### src/rtl/nibble_serial_adder_pkg.sv
// Shared constants and FSM encoding for the nibble-serial adder.
package nibble_serial_adder_pkg;

   localparam int NIBBLE = 4;

   typedef enum logic [1:0] {
      S_IDLE = 2'd0,
      S_RUN  = 2'd1,
      S_DONE = 2'd2
   } state_e;

   function automatic int idx_width(input int n);
      return (n > 1) ? $clog2(n) : 1;
   endfunction

endpackage

### src/rtl/nibble_serial_adder_la_adder4.sv
// 4-bit carry-lookahead adder slice with group propagate output.
module la_adder4 (
   input  logic [3:0] a_i,
   input  logic [3:0] b_i,
   input  logic       cin_i,
   output logic [3:0] sum_o,
   output logic       cout_o,
   output logic       pout_o
);

   logic [3:0] p;
   logic [3:0] g;
   logic [3:0] c;

   assign p = a_i ^ b_i;
   assign g = a_i & b_i;

   assign c[0] = cin_i;
   assign c[1] = g[0] | (p[0] & cin_i);
   assign c[2] = g[1] | (p[1] & g[0]) | (p[1] & p[0] & cin_i);
   assign c[3] = g[2] | (p[2] & g[1]) | (p[2] & p[1] & g[0]) | (p[2] & p[1] & p[0] & cin_i);

   assign cout_o = g[3] | (p[3] & g[2]) | (p[3] & p[2] & g[1]) | (p[3] & p[2] & p[1] & g[0])
                 | (&p & cin_i);
   assign pout_o = &p;
   assign sum_o  = p ^ c;

endmodule

### src/rtl/nibble_serial_adder.sv
// Sequential WIDTH-bit adder: one lookahead slice reused per cycle, LSB nibble first,
// with valid/ready handshakes on operands and result.
module nibble_serial_adder
   import nibble_serial_adder_pkg::*;
#(
   parameter int WIDTH = 16
) (
   input  logic             clk,
   input  logic             rst_n,
   input  logic             in_valid,
   output logic             in_ready,
   input  logic [WIDTH-1:0] a,
   input  logic [WIDTH-1:0] b,
   input  logic             cin,
   output logic             out_valid,
   input  logic             out_ready,
   output logic [WIDTH-1:0] sum,
   output logic             cout,
   output logic             ovf,
   output logic             all_prop
);

   localparam int N     = WIDTH / NIBBLE;
   localparam int IDX_W = idx_width(N);

   state_e                       state_q, state_d;
   logic [IDX_W-1:0]             idx_q, idx_d;
   logic [N-1:0][NIBBLE-1:0]     a_q, a_d;
   logic [N-1:0][NIBBLE-1:0]     b_q, b_d;
   logic [N-1:0][NIBBLE-1:0]     sum_q, sum_d;
   logic                         carry_q, carry_d;
   logic                         prop_q, prop_d;
   logic                         cout_q, cout_d;
   logic                         ovf_q, ovf_d;
   logic                         all_prop_q, all_prop_d;

   logic [NIBBLE-1:0]            slice_sum;
   logic                         slice_cout;
   logic                         slice_pout;
   logic                         last_step;

   la_adder4 u_slice (
      .a_i    (a_q[idx_q]),
      .b_i    (b_q[idx_q]),
      .cin_i  (carry_q),
      .sum_o  (slice_sum),
      .cout_o (slice_cout),
      .pout_o (slice_pout)
   );

   assign last_step = (idx_q == IDX_W'(N - 1));

   // Visible results live in their own registers so a new accept cannot disturb them.
   always_comb begin
      state_d    = state_q;
      idx_d      = idx_q;
      a_d        = a_q;
      b_d        = b_q;
      sum_d      = sum_q;
      carry_d    = carry_q;
      prop_d     = prop_q;
      cout_d     = cout_q;
      ovf_d      = ovf_q;
      all_prop_d = all_prop_q;
      in_ready   = 1'b0;
      out_valid  = 1'b0;

      case (state_q)
         S_IDLE: begin
            in_ready = 1'b1;
            if (in_valid) begin
               a_d     = a;
               b_d     = b;
               carry_d = cin;
               idx_d   = '0;
               prop_d  = 1'b1;
               state_d = S_RUN;
            end
         end
         S_RUN: begin
            sum_d[idx_q] = slice_sum;
            carry_d      = slice_cout;
            prop_d       = prop_q & slice_pout;
            if (last_step) begin
               cout_d     = slice_cout;
               all_prop_d = prop_q & slice_pout;
               ovf_d      = (a_q[N-1][NIBBLE-1] ~^ b_q[N-1][NIBBLE-1])
                          & (slice_sum[NIBBLE-1] ^ a_q[N-1][NIBBLE-1]);
               state_d    = S_DONE;
            end else begin
               idx_d = idx_q + 1'b1;
            end
         end
         S_DONE: begin
            out_valid = 1'b1;
            if (out_ready) begin
               state_d = S_IDLE;
            end
         end
         default: state_d = S_IDLE;
      endcase
   end

   always_ff @(posedge clk or negedge rst_n) begin
      if (!rst_n) begin
         state_q    <= S_IDLE;
         idx_q      <= '0;
         a_q        <= '0;
         b_q        <= '0;
         sum_q      <= '0;
         carry_q    <= 1'b0;
         prop_q     <= 1'b0;
         cout_q     <= 1'b0;
         ovf_q      <= 1'b0;
         all_prop_q <= 1'b0;
      end else begin
         state_q    <= state_d;
         idx_q      <= idx_d;
         a_q        <= a_d;
         b_q        <= b_d;
         sum_q      <= sum_d;
         carry_q    <= carry_d;
         prop_q     <= prop_d;
         cout_q     <= cout_d;
         ovf_q      <= ovf_d;
         all_prop_q <= all_prop_d;
      end
   end

   assign sum      = sum_q;
   assign cout     = cout_q;
   assign ovf      = ovf_q;
   assign all_prop = all_prop_q;

endmodule

### config.mk
export PLATFORM = sky130hd
export DESIGN_NAME = nibble_serial_adder
export DESIGN_NICKNAME = d
export VERILOG_FILES = /design/src/rtl/nibble_serial_adder_pkg.sv /design/src/rtl/nibble_serial_adder_la_adder4.sv /design/src/rtl/nibble_serial_adder.sv
export SDC_FILE = /design/constraint.sdc
export NUM_CORES = 1
export LEC_CHECK = 0
export ABC_AREA = 0
export BUFFER_PORTS_ARGS = -buffer_cell sky130_fd_sc_hd__buf_4
export CAP_MARGIN = 30
export CORE_ASPECT_RATIO = 0.7
export CORE_MARGIN = 3
export CORE_UTILIZATION = 54
export CTS_CLUSTER_DIAMETER = 100
export DETAILED_ROUTE_END_ITERATION = 8
export PLACE_DENSITY = 0.79
export SLEW_MARGIN = 20
export SYNTH_ARGS = -nofsm -noshare
export SYNTH_HDL_FRONTEND = slang
export SYNTH_SLANG_ARGS = --single-unit
### constraint.sdc
create_clock -name clk -period 3.1 [get_ports clk]
set_input_delay 0.31 -clock clk [delete_from_list [all_inputs] [get_ports clk]]
set_output_delay 0.31 -clock clk [all_outputs]
set_load 0.005 [all_outputs]
==> results.toml <==
[global_route]
grt_pass1_vias = 1771
antenna_found_initial = 0
grt_max_degree = 58
grtUsageTotal_pct = 20.3
grt_pass1_wl_mm = 8.83
overflow = 0

[hold_path]
min_path_type = "in2async"

[routing]
vias_per_cell = 5.21
ant_nets = 0
drc = 0
vias = 1688
firstDrtPassIters = 4
totalWireLength_mm = 5.19
wire_per_inst_um = 16.0
drt-initial-drc-count = 77

[sta]
fin_skew_ns = 0.00570
max_slew_margin_pct = 53.9
grt_setup_unrepaired = "false"
hold_violations = 0
slew_violations = 0
fmax_mhz = 383
fin_crit_ns = 2.61
setup_viol = 0
tightest_slew_ns = 0.691
fin_setup_tns_ns = 0
period_share_pct = 84.1

[synth]
yosysSeqAreaShare_pct = 53.8
ys_seq_elements = 57
syn_area_mm2 = 0.00265
synth-main-ff-cell = "dfrtp_1"
synthArstFlopShare_pct = 100
syn_nets = 238
syn_area_per_cell_um2 = 13.8
synth_edf_count = 0
yosysWarnings = 0
yosysUniqueCellTypes = 30
postSynthCellCount = 192

[layout]
final_area_mm2 = 0.00332
post-route-util_pct = 73.3
drive_gt1_share_pct = 42.6
areaGrowthSynthToFinish_pct = 25.3
num_antenna_cells = 0
final_nets = 300

[clock_tree]
clkLatencyLatePin_ns = 0.33
cts_made_buffers = 9
numClockSinks = 57
clk_path_buf_depth = 2
cts_hold_buf = 0
cts_tree = "yes"
htree_levels = 3
postCtsSetupBuffers = 0
cts_resized = 0
clkTransAtPathRegs_ns = 0.06
clockRootBuffer = "clkbuf_8"

[run_status]
outcome = "completed"

[job]
cap_violations = 0

[critical_path]
crit_required_ns = 3.36
path_class = "reg2reg"
end_kind = "register"
arrival_ns = 2.87
startpoint_type = "register"
cp_max_fo = 7

[pwr]
power_w = 0.00413
p_leak_nw = 1.62
p_per_area_mw_per_mm2 = 1240
ir_worst_vdd_mv = 0.744

[floorplanning]
ios = 58
initial_core_util_pct = 58.5
coreArea_mm2 = 0.00453
fp.dieH_um = 64.6
die_area_mm2 = 0.00580
die_w_um = 89.8
rows = 20

[place]
post-dp-hpwl_mm = 3.68
gp_congestion = 0.768
place_area_mm2 = 0.00311
port_buffers = 57
## cell usage after synthesis (4+ instances only)
cell type	n	area share, %
dfrtp_1	57	54
mux2_1	5	2.1
ha_1	8	3.8
o21ai_0	16	3.0
mux2_4	27	15
mux4_2	8	6.8
inv_1	7	0.99
o21ai_1	4	0.76
nand2_1	25	3.5
buf_6	4	1.7
nor2_1	6	0.85
## layout make-up
class / instances / area, um^2
Clock buffer: 12 / 145
Fill cell: 315 / 1210
Sequential cell: 57 / 1430
Timing Repair Buffer: 58 / 435
Inverter: 7 / 26.3
Clock inverter: 3 / 65.1
Multi-Input combinational cell: 121 / 1140
Tap cell: 66 / 82.6
## cell families after synthesis
group	synth area share, %
AND/OR/NAND/NOR	6.70
multiplexers	24.6
XOR/XNOR	0.661
flip-flops	53.8
adder cells (fa/ha/maj)	4.53
AO/OA/AOI/OAI	6.51
buffers and inverters	3.16
## worst max-delay path: stages, from the launching register on
cell and delay (ns):
dfrtp_1 0.59, buf_4 0.24, mux4_2 0.51, ha_1 0.35
and3_1 0.20, a22o_1 0.22, or2_4 0.28, o211ai_2 0.15
## per-stage QoR
stage / worst slack [ns] / hold WS, ns / cells
after floorplan: 0.709 / 0.0144 / 192
after global placement: 0.577 / 0.408 / 309
after detailed placement: 0.498 / 0.401 / 309
after CTS: 0.472 / 0.0333 / 324
after global routing: 0.346 / 0.0563 / 324
final: 0.492 / 0.0108 / 324
## final timing paths
path	cells after the start	endpoint	from	slack, ns
setup / recovery	7	ovf	idx_q[0]	0.49
max in group asynchronous	1	b_q[10]	rst_n	2.61
hold reg to reg	2	sum[0]	sum[0]	0.48
setup reg to reg	7	ovf	idx_q[0]	0.49
min in group clk	2	state_q[1]	out_ready	0.18
hold / removal	1	b_q[12]	rst_n	0.01
## routing by layer
layer / global-route usage [%] / up-vias / share of wire, %
met5: 0 / - / 0
met4: 6.31 / 0 / 1.6
met3: 10.2 / 9 / 7.3
met2: 29.3 / 57 / 44
met1: 27.0 / 825 / 47
li1: - / 797 / -
## placed cells by master, fill, tap and decap left out, types with 2 or more instances in the layout
master	n
mux2_1	5
a22o_1	2
inv_1	7
mux2_4	27
nand2b_1	2
clkbuf_1	2
ha_1	8
mux4_2	8
o21ai_0	16
a21o_1	2
buf_4	58
bufinv_16	2
xor2_1	2
clkbuf_8	10
nand2_1	25
o21ai_1	4
a21oi_1	2
nor2_1	6
dfrtp_1	57
## where the power goes
part | internal, W | switching (W)
logic | 0.00108 | 0.000923
registers | 0.00112 | 0.000271
clock network | 0.000469 | 0.000272
total | 0.00266 | 0.00147
## state kept, by name, summed over array words and instances, names as in the netlist
register / cells
a_q: 16
all_prop: 1
b_q: 16
carry_q: 1
cout: 1
idx_q: 2
ovf: 1
prop_q: 1
state_q: 2
sum: 16
Power figures use the tool's default switching activity.
